`src/rtl/mem_pkg.sv`:
```
// Shared definitions for the cache fill path: fill FSM state encoding,
// default block geometry and the block-base helper.
package mem_pkg;

  localparam int unsigned BEATS_DEFAULT     = 8;
  localparam int unsigned ADDR_STEP_DEFAULT = 2;
  localparam int unsigned CNT_W             = 4;

  typedef enum logic [1:0] {
    IDLE    = 2'd0,
    IC_XFER = 2'd1,
    DC_XFER = 2'd2
  } fill_state_e;

  // A fill always starts at the 16-byte block boundary of the miss address.
  function automatic logic [15:0] block_base(input logic [15:0] addr);
    return {addr[15:4], 4'h0};
  endfunction

endpackage

```
`src/rtl/beat_counter.sv`:
```
// Small up-counter with enable, synchronous clear and asynchronous reset,
// used to count issued and returned beats of a fill.
module beat_counter #(
  parameter int unsigned W = 4
) (
  input  logic         clk,
  input  logic         rst_n,
  input  logic         i_en,
  input  logic         i_clr,
  output logic [W-1:0] o_count
);

  logic [W-1:0] r_count;

  always_ff @(posedge clk or negedge rst_n) begin
    if (!rst_n) begin
      r_count <= '0;
    end else if (i_clr) begin
      r_count <= '0;
    end else if (i_en) begin
      r_count <= r_count + 1'b1;
    end
  end

  assign o_count = r_count;

endmodule

```
`src/rtl/mem_fill_arbiter.sv`:
```
// Arbitrates I-cache and D-cache block fills onto a single in-order main
// memory read port; round-robin on ties, one IDLE cycle between transfers.
module mem_fill_arbiter
  import mem_pkg::*;
#(
  parameter int unsigned BEATS     = BEATS_DEFAULT,
  parameter int unsigned ADDR_STEP = ADDR_STEP_DEFAULT
) (
  input  logic        clk,
  input  logic        rst_n,
  input  logic        ic_req,
  input  logic [15:0] ic_addr,
  input  logic        dc_req,
  input  logic [15:0] dc_addr,
  output logic        mem_en,
  output logic [15:0] mem_addr,
  input  logic [15:0] mem_rdata,
  input  logic        mem_rvalid,
  output logic [15:0] rsp_data,
  output logic        ic_valid,
  output logic        dc_valid,
  output logic        ic_grant,
  output logic        dc_grant
);

  fill_state_e      r_state;
  logic             r_last_dc;
  logic [15:0]      r_base;

  logic             w_xfer;
  logic             w_issue;
  logic             w_rtn;
  logic             w_last_rtn;
  logic             w_any_req;
  logic             w_pick_dc;
  logic [CNT_W-1:0] w_issue_cnt;
  logic [CNT_W-1:0] w_rtn_cnt;

  assign w_xfer     = (r_state != IDLE);
  assign w_issue    = w_xfer && (32'(w_issue_cnt) < BEATS);
  assign w_rtn      = w_xfer && mem_rvalid;
  assign w_last_rtn = w_rtn && (32'(w_rtn_cnt) == BEATS - 1);

  // On a tie the cache that was not granted last wins.
  assign w_any_req  = ic_req || dc_req;
  assign w_pick_dc  = dc_req && (!ic_req || !r_last_dc);

  beat_counter #(.W(CNT_W)) u_issue_cnt (
    .clk     (clk),
    .rst_n   (rst_n),
    .i_en    (w_issue),
    .i_clr   (w_last_rtn),
    .o_count (w_issue_cnt)
  );

  beat_counter #(.W(CNT_W)) u_rtn_cnt (
    .clk     (clk),
    .rst_n   (rst_n),
    .i_en    (w_rtn),
    .i_clr   (w_last_rtn),
    .o_count (w_rtn_cnt)
  );

  always_ff @(posedge clk or negedge rst_n) begin
    if (!rst_n) begin
      r_state   <= IDLE;
      r_last_dc <= 1'b0;
      r_base    <= '0;
    end else begin
      case (r_state)
        IDLE: begin
          if (w_any_req) begin
            r_state   <= w_pick_dc ? DC_XFER : IC_XFER;
            r_last_dc <= w_pick_dc;
            r_base    <= block_base(w_pick_dc ? dc_addr : ic_addr);
          end
        end
        IC_XFER, DC_XFER: begin
          // Requests are not looked at here: reads already issued cannot be cancelled.
          if (w_last_rtn) begin
            r_state <= IDLE;
          end
        end
        default: r_state <= IDLE;
      endcase
    end
  end

  assign ic_grant = (r_state == IC_XFER);
  assign dc_grant = (r_state == DC_XFER);

  assign mem_en   = w_issue;
  assign mem_addr = w_issue ? (r_base + 16'(ADDR_STEP * 32'(w_issue_cnt))) : '0;

  assign rsp_data = mem_rdata;
  assign ic_valid = mem_rvalid && (r_state == IC_XFER);
  assign dc_valid = mem_rvalid && (r_state == DC_XFER);

endmodule

```
`config.mk`:
```
export PLATFORM = sky130hd
export DESIGN_NAME = mem_fill_arbiter
export DESIGN_NICKNAME = d
export VERILOG_FILES = /design/src/rtl/mem_pkg.sv /design/src/rtl/beat_counter.sv /design/src/rtl/mem_fill_arbiter.sv
export SDC_FILE = /design/constraint.sdc
export NUM_CORES = 1
export LEC_CHECK = 0
export ABC_AREA = 1
export BUFFER_PORTS_ARGS = -buffer_cell sky130_fd_sc_hd__buf_2
export CAP_MARGIN = 20
export CORE_ASPECT_RATIO = 1.5
export CORE_MARGIN = 1.5
export CORE_UTILIZATION = 26
export DETAILED_ROUTE_END_ITERATION = 16
export GPL_TIMING_DRIVEN = 0
export SLEW_MARGIN = 20
export SYNTH_ARGS = -nofsm -noshare
export SYNTH_HDL_FRONTEND = slang
export SYNTH_SLANG_ARGS = --single-unit
```
`constraint.sdc`:
```
create_clock -name clk -period 2.4 [get_ports clk]
set_input_delay 0 -clock clk [delete_from_list [all_inputs] [get_ports clk]]
set_output_delay 0 -clock clk [all_outputs]
set_load 0.02 [all_outputs]
```
==> flow_summary.toml, run 1 <==
[run_status]
status = "complete, no violations"

[yosys]
synth_top_area_share_pct = 34.3
ys.flop_type = "dfrtp_1"
synthMostInstantiatedCell = "nor2_1"
synthTopCellsByCount = "nor2_1, nand2_1, inv_1"
synth-seq-cells = 23
syn_area_mm2 = 0.00168
async_flop_share_pct = 100
syn-num-nets = 298
yosys-top-cells-area = "dfrtp_1, nor2_1, nand2_1"
avgSynthCellArea_um2 = 7.06
yosysWarnings = 0
synth_cell_type_count = 25
yosysSeqAreaShare_pct = 34.3
yosysTopAreaCell = "dfrtp_1"
postSynthCellCount = 238
synth_edf_count = 0

[sta]
setup_tns_ps = 0
max_slew.worst_pin.slew_ps = 545
hold_viol = 0
layout_min_cycle_time_ps = 1910
finalCritPeriodShare_pct = 79.7
slew_headroom_pct = 63.7
timing.fmax_mhz = 523
setup_viol = 0
timing.hold.ws_ps = 5.29
fin_skew_ps = 5.13
slew_violations = 0
rsz0062_at_grt = "false"

[worst_setup_path]
worstSetupStartpointType = "flop"
cp_common_cell = "buf_2"
r2r-end = "r_base[12]"
critPathSlowestCell = "dfrtp_1"
r2r_slack_ps = 740
path_cells = "inv_1 > ha_1 > nor2_4 > buf_2 > o21ai_0 > a21oi_1 > buf_2"
reg2regPathDepth = 7
reg2reg_from = "r_state[0]"
worst-setup-path-type = "flop to primary output"
crit_path_end_kind = "primary output"
crit_buf_inv = 3
path_max_fanout = 10
cpPeakStageDelay_ps = 390
worst_ep_required_time_ps = 2400
arrival_ps = 1910
crit_family = "buffers and inverters"

[global_routing]
gr-total-overflow = 0
grt_pass1_vias = 1539
grt.total_usage_pct = 12.2
grt_antenna_before_repair = 0
grt_pass1_wl_mm = 6.40
grt_max_degree = 24

[placement]
dpl.hpwl_mm = 3.47
placed_cells = 376
gp_congestion = 0.717
io_buffers = 64
postPlaceCellArea_mm2 = 0.00209

[worst_hold_path]
holdPathEnd = "r_base[5]"
min_from = "ic_addr[5]"
hold_class = "input port to flop"
min_delay_path_depth = 3

[cts]
clkTransAtPathRegs_ps = 80
cts_sinks = 23
cts_root_buf = "clkbuf_8"
numCtsBuffers = 3
clock_path_buffers = 2
htreeDepth = 1
clkLatencyLatePin_ps = 260
cts_setup_buffers = 0
cts_tree = "yes"

[detailed_routing]
wl_per_cell_um = 11.0
firstDrtPassIters = 4
ant_nets = 0
dr_wl_met2_mm = 2.30
via_count = 1672
route.met3.wl_um = 289
wl_met1_mm = 1.55
drt_iter0_drc = 35
drc = 0
avgViaCountPerCell = 4.37
highest_layer = "met4"
drt_wl_total_mm = 4.21

[power]
peakVddDrop_v = 0.000267
p_int_mw = 1.15
report.power.total_mw = 2.14
switching_share_pct = 46.3
pwr-share-clk_pct = 11.2
pwr-share-seq_pct = 34.7
leakage_nw = 1.20
p_comb_share_pct = 54.0
power.density_mw_per_mm2 = 985
p_sw_uw = 990

[floorplan]
row_count = 35
dieWidth_um = 68.6
dieArea_mm2 = 0.00696
coreArea_mm2 = 0.00617
initial_core_util_pct = 27.2
fp.dieH_um = 101
io_pins = 90

[finish]
layout.nets = 370
diodes = 0
instances_no_fill = 383
drive_above_1_share_pct = 31.1
regArea_um2 = 576
stdcell_area_mm2 = 0.00217
fillers = 679
area_delta_synth_final_pct = 29.1
multi_input_area_um2 = 800

[run]
maxCapViolations = 0
kinds of logic after synthesis:
| group | count (synthesis) | share of synthesized area, % |
|---|---|---|
| AOI/OAI and AO/OA | 39 | 14.3 |
| xor gates and xnor gates | 2 | 1.04 |
| adders and majority gates | 7 | 5.22 |
| buffers and inverters | 59 | 18.1 |
| DFF | 23 | 34.3 |
| muxes | 1 | 0.671 |
| other | 1 | 0.223 |
| and+or+nand+nor | 106 | 26.2 |
cells in the final DEF (no fill, tap or decap), types with 4 or more instances in the layout:
cell type	count
o21ai_1	11
o21bai_1	12
buf_4	17
o21ai_0	7
inv_1	36
ha_1	7
nor3_1	4
dfrtp_1	23
nor2_1	46
buf_2	66
nand4_1	4
a21oi_1	7
nand3_1	13
nand2_1	37
sequential cells by signal, indices dropped and copies added, names as in the netlist:
signal	flops
r_base	12
r_last_dc	1
r_state	2
u_rtn_cnt.o_count	4
u_issue_cnt.o_count	4
worst max path at each step:
stage,start,end,cells after the start
6_report,r_state[0],mem_addr[5],7
3_3_place_gp,r_state[0],r_base[12],7
5_1_grt,r_state[0],mem_addr[5],7
2_1_floorplan,r_state[0],u_issue_cnt.o_count[3],7
4_1_cts,r_state[0],mem_addr[5],7
3_5_place_dp,r_state[0],u_rtn_cnt.o_count[0],8
per-layer routing:
metal	global-route usage [%]	vias to the layer above
met5	0	-
met4	4.62	0
li1	-	871
met1	12.1	740
met3	2.33	6
met2	23.6	55
power groups by stage:
stage          Combinational, mW  Clock [mW]  Sequential, mW
2_1_floorplan              0.896           0           0.711
3_3_place_gp                1.15           0           0.744
3_5_place_dp                1.17           0           0.748
4_1_cts                     1.17       0.255           0.742
5_1_grt                     1.31       0.266           0.763
6_report                    1.15       0.240           0.742
worst reg2reg max path, stage by stage, from the launching register on:
cell,delay (ps)
dfrtp_1,410
inv_1,90
ha_1,330
inv_2,90
a21oi_4,250
buf_6,190
nor2_1,50
o21bai_1,140
final cells by class:
| class | count | area share [%] |
|---|---|---|
| multi-input cells | 156 | 36.9 |
| flip-flops and latches | 23 | 26.5 |
| repair buffers | 67 | 16.2 |
| plain buffers | 22 | 7.62 |
| inverters | 37 | 6.41 |
| well taps | 74 | 4.27 |
| clock buffers | 3 | 1.90 |
| clock inverters | 1 | 0.231 |
stage by stage:
| stage | util [%] | setup WS (ps) |
|---|---|---|
| 3_3_place_gp | 33.9 | 733 |
| 2_1_floorplan | - | 770 |
| 6_report | 35.1 | 486 |
| 3_5_place_dp | 33.9 | 714 |
| 4_1_cts | 35.1 | 441 |
| 5_1_grt | 35.1 | 323 |
timing repair:
action / CTS / global route
hold endpoints to repair: 25 / 0
endpoints found under the setup margin: 0 / 0
hold buffers: 3 / 0
gates resized for setup: 0 / 0
No activity file was read; power rests on OpenSTA's default activity.
==> inputs of run 2 (changes only) <==
Settings changed: ABC_AREA 1 to 0.
Clock period 2.4 ns to 1.9 ns, I/O delays scaled along.
==> run 2 against run 1 <==
  * First-iteration DRC count is 17% lower
  * Clock-buffer cell count up 1
  * Clock power up 25%
  * Clock skew up 0.52 ps
  * Cell count is 17% lower
  * Largest power group unchanged
  * Via count fell by 13%
  * Highest routed layer unchanged
  * Cell area is 1.4% lower
==> flow_summary.toml, run 2 <==
[yosys]
postSynthCellCount = 176
syn_area_mm2 = 0.00160
async_flop_share_pct = 100
synth_edf_count = 0
synth_top_area_share_pct = 36.1
avgSynthCellArea_um2 = 9.06
ys.flop_type = "dfrtp_1"
synth_cell_type_count = 40
yosys-top-cells-area = "dfrtp_1, buf_4, mux2i_1"
synthMostInstantiatedCell = "dfrtp_1"
synth-seq-cells = 23
syn-num-nets = 236
yosysWarnings = 0
yosysTopAreaCell = "dfrtp_1"
synthTopCellsByCount = "dfrtp_1, buf_4, nand2_1"
yosysSeqAreaShare_pct = 36.1

[placement]
gp_congestion = 0.768
dpl.hpwl_mm = 2.92
io_buffers = 64
pre_cts_ws_ps = 3.04

[worst_setup_path]
worst_ep_required_time_ps = 1900
r2r_slack_ps = 260
crit_path_end_kind = "primary output"
worstSetupStartpointType = "flop"
critPathSlowestCell = "or4_4"
path_cells = "ha_4 > nand4_4 > or4_4 > a21oi_1 > buf_4"
crit_cells = 5
crit_path_end = "mem_addr[15]"
cpPeakStageDelay_ps = 500
reg2reg_from = "r_state[0]"
worst-setup-path-type = "flop to primary output"
startpoint = "u_issue_cnt.o_count[3]"
crit_buf_inv = 1
path_max_fanout = 8
r2r-end = "r_base[10]"
arrival_ps = 1840
crit_family = "simple AND/OR/NAND/NOR gates"
reg2regPathDepth = 5

[floorplan]
fp.dieH_um = 98.9
dieWidth_um = 67.0
initial_core_util_pct = 27.2
row_count = 34
io_pins = 90
coreArea_mm2 = 0.00587
dieArea_mm2 = 0.00662

[sta]
setup_viol = 0
slew_headroom_pct = 64.9
timing.fmax_mhz = 544
hold_viol = 0
setup_tns_ps = 0
max_slew.worst_pin.slew_ps = 527
fin_skew_ps = 5.65
layout_min_cycle_time_ps = 1840
finalCritPeriodShare_pct = 96.7
slew_violations = 0
setup_slack_ps = 62.6

[detailed_routing]
firstDrtPassIters = 4
drc = 0
drt_wl_total_mm = 3.67
wl_per_cell_um = 11.6
drt_iter0_drc = 29
avgViaCountPerCell = 4.59
via_count = 1454
ant_nets = 0

[cts]
htreeDepth = 1
clock_path_buffers = 2
cts_root_buf = "clkbuf_8"
numCtsBuffers = 3
clkLatencyLatePin_ps = 260
cts_tree = "yes"
clkTransAtPathRegs_ps = 80
cts_sinks = 23

[finish]
layout.nets = 306
diodes = 0
final_common_cell = "buf_2"
top_register = "r_base"
fillers = 628
largest_register_ff_count = 12
final_cell_mix = "buf_2, buf_4, dfrtp_1, nand2_1, o21ai_1"
drive_above_1_share_pct = 42.4
area_delta_synth_final_pct = 34.0

[global_routing]
grt.total_usage_pct = 11.1
grt_pass1_wl_mm = 5.80
grt_antenna_before_repair = 0
grt_max_degree = 24
gr-total-overflow = 0
grt_pass1_vias = 1364

[worst_hold_path]
hold_class = "input port to flop"

[power]
peakVddDrop_v = 0.000489
leakage_nw = 1.01
power.density_mw_per_mm2 = 1260

[run_status]
status = "complete, no violations"

[run]
maxCapViolations = 0
[run 2: timing repair]
item / in CTS / in global routing
setup endpoints to repair: 14 / 26
buffers inserted: 1 / 0
hold endpoints to repair: 23 / 0
resized for setup: 3 / 14
pin swaps: 0 / 1
hold buffers: 1 / 0
[run 2: per-stage QoR]
step / total power, mW / hold WS (ps) / utilization [%] / instance area [um^2] / std cells
after global placement: 2.28 / 4.28 / 34.2 / 2010 / 312
final: 2.70 / 10.4 / 36.4 / 2140 / 317
after global routing: 2.98 / 27.2 / 36.4 / 2140 / 317
after CTS: 2.67 / 16.6 / 35.5 / 2080 / 317
after floorplan: 1.94 / -296 / - / 1600 / 176
after detailed placement: 2.31 / 14.2 / 34.2 / 2010 / 312
[run 2: where the power goes]
group          total [mW]  internal, mW  switching (mW)
Combinational        1.35         0.613           0.740
Sequential           1.05         0.734           0.316
Clock               0.301         0.149           0.152
[run 2: logic make-up after synthesis]
group / count (synthesis) / synth area share [%]
XOR/XNOR: 7 / 3.84
buffers and inverters: 28 / 10.9
other: 1 / 0.235
AND/OR/NAND/NOR: 56 / 19.3
multiplexers: 14 / 8.94
flip-flops: 23 / 36.1
AO/OA/AOI/OAI: 40 / 15.2
adder cells (fa/ha/maj): 7 / 5.49
[run 2: layout make-up]
type	count	area, um^2	area share (%)
clock buffer	4	45.0	2.11
inverter	6	22.5	1.05
buffer	21	148	6.90
multi-input combinational	125	910	42.5
timing repair buffer	66	345	16.1
sequential	23	578	27.0
tap	72	90.1	4.21
[run 2: worst min path at each step]
stage,start,to,slack [ps],cells after the start
floorplan,rst_n,r_base[10],-300,0
CTS,ic_req,r_last_dc,20,2
finish,ic_addr[13],r_base[13],10,3
global placement,rst_n,r_base[15],4,1
detailed placement,rst_n,r_base[15],10,1
global route,dc_addr[4],r_base[4],30,3
[run 2: worst register-to-register path: cells and delay by family, from the launching register on]
family	cells	cell delay, ps
AO/OA/AOI/OAI	2	380
adder cells (fa/ha/maj)	1	260
buffers and inverters	2	510
flip-flops	1	360
[run 2: per-layer routing]
layer  GRT usage, %  wire (um)  part of all wire, %
met4           2.35         32                 0.87
met5              0          0                    0
met1           12.2       1490                   41
met3           1.48        276                  7.5
met2           21.8       1870                   51
==> inputs of run 3 (changes only) <==
Settings changed: CELL_PAD_IN_SITES_DETAIL_PLACEMENT set to 1, CELL_PAD_IN_SITES_GLOBAL_PLACEMENT set to 1, PLACE_DENSITY_LB_ADDON set to 0.1.
==> run 3 against run 2 <==
  * The run now ends with negative hold slack left
  * Non-clock buffer count is 6 higher
  * Critical path depth stayed put
  * Clock-buffer cell count is 1 lower
  * Largest cell class unchanged
  * Largest power group unchanged
  * Highest routed layer unchanged
==> flow_summary.toml, run 3 (synthesis gave the netlist of run 2 again) <==
[run_status]
status = "finished, violations left"
violations = "negative hold slack"

[finish]
final_cell_mix = "buf_2, buf_4, dfrtp_1, nand2_1, o21ai_1"
drive_above_1_share_pct = 44.2
top_register = "r_base"
final_common_cell = "buf_2"
diodes = 0
fin_util_pct = 37.5
area_delta_synth_final_pct = 38.0
layout.nets = 312
stdcell_area_mm2 = 0.00220
instances_no_fill = 323
largest_register_ff_count = 12

[worst_setup_path]
path_max_fanout = 6
reg2reg_from = "r_state[0]"
arrival_ps = 1860
worst_ep_required_time_ps = 1900
crit_path_end_kind = "primary output"
worst-setup-path-type = "flop to primary output"
startpoint = "r_base[4]"
worstSetupStartpointType = "flop"

[cts]
clkLatencyLatePin_ps = 270
numCtsBuffers = 3
clock_path_buffers = 2
clkTransAtPathRegs_ps = 90
htreeDepth = 1
cts_root_buf = "clkbuf_8"
cts_sinks = 23
cts_tree = "yes"

[power]
peakVddDrop_v = 0.000489
report.power.total_mw = 2.81
power.density_mw_per_mm2 = 1280
leakage_nw = 1.04

[detailed_routing]
drt_wl_total_mm = 4.34
wl_per_cell_um = 13.4
avgViaCountPerCell = 4.72
firstDrtPassIters = 4
via_count = 1523
ant_nets = 0
drc = 0
drt_iter0_drc = 42

[placement]
io_buffers = 64
gp_congestion = 0.705
dpl.hpwl_mm = 3.40
postPlaceCellArea_mm2 = 0.00201
placed_cells = 312

[sta]
finalCritPeriodShare_pct = 97.8
setup_viol = 0
timing.hold.ws_ps = -2.54
slew_headroom_pct = 63.4
rsz0062_at_grt = "true"
timing.fmax_mhz = 538
fin_skew_ps = 2.70
hold_viol = 1
layout_min_cycle_time_ps = 1860
max_slew.worst_pin.slew_ps = 549
slew_violations = 0

[floorplan]
fp.dieH_um = 98.9
dieWidth_um = 67.0
io_pins = 90
initial_core_util_pct = 27.2
dieArea_mm2 = 0.00662
row_count = 34
coreArea_mm2 = 0.00587

[global_routing]
grt_pass1_wl_mm = 6.93
gr-total-overflow = 0
grt_max_degree = 24
grt.total_usage_pct = 13.5
grt_antenna_before_repair = 0
grt_pass1_vias = 1518

[worst_hold_path]
min_from = "dc_addr[9]"
hold_class = "input port to flop"

[run]
maxCapViolations = 0
==> run 3: final timing paths <==
kind	endpoint	cells past startpoint	slack [ps]
worst max register to register	r_base[4]	7	270
worst max-delay path	mem_addr[12]	5	40
worst min-delay path	r_base[9]	3	-3
min in group asynchronous	u_rtn_cnt.o_count[1]	2	240
max in group asynchronous	r_base[5]	2	1300
worst min register to register	r_base[15]	2	520
==> run 3: critical path, stage by stage, from the launching register on <==
cell and delay [ps]:
dfrtp_1 420, ha_2 230, nand4_4 140, or4_1 510, a21oi_2 140, buf_4 140
==> run 3: layer usage <==
metal	track usage, %	wire (um)	vias to the layer above
li1	-	-	750
met1	15.0	1700	730
met2	26.0	2400	39
met3	1.60	195	4
met4	3.77	43	0
met5	0	0	-
==> run 3: cell type report <==
cell class	count	area, um^2
Timing Repair Buffer	71	400
Fill cell	730	3670
Clock inverter	1	5.00
Inverter	6	25.0
Buffer	22	164
Clock buffer	3	41.3
Tap cell	72	90.1
Multi-Input combinational cell	125	901
Sequential cell	23	576
==> run 3: metrics by stage <==
stage / worst slack [ps] / TNS, ps
final: 42.4 / 0
after CTS: -16.3 / -30.3
after floorplan: 271 / 0
after detailed placement: -114 / -978
after global routing: -64.2 / -140
after global placement: -96.1 / -1080
==> run 3: timing repair <==
action	in CTS	in global routing
buffers inserted	1	4
endpoints found under the hold margin	24	0
gates resized for setup	8	23
setup endpoints to repair	27	27
hold buffers	2	0
pin swaps	1	1
==> run 3: report_power, final <==
group | internal, mW | leakage (nW) | total [mW] | switching (mW)
logic | 0.665 | 0.739 | 1.46 | 0.795
registers | 0.729 | 0.278 | 1.03 | 0.303
clock network | 0.147 | 0.0255 | 0.319 | 0.172
total | 1.54 | 1.04 | 2.81 | 1.27
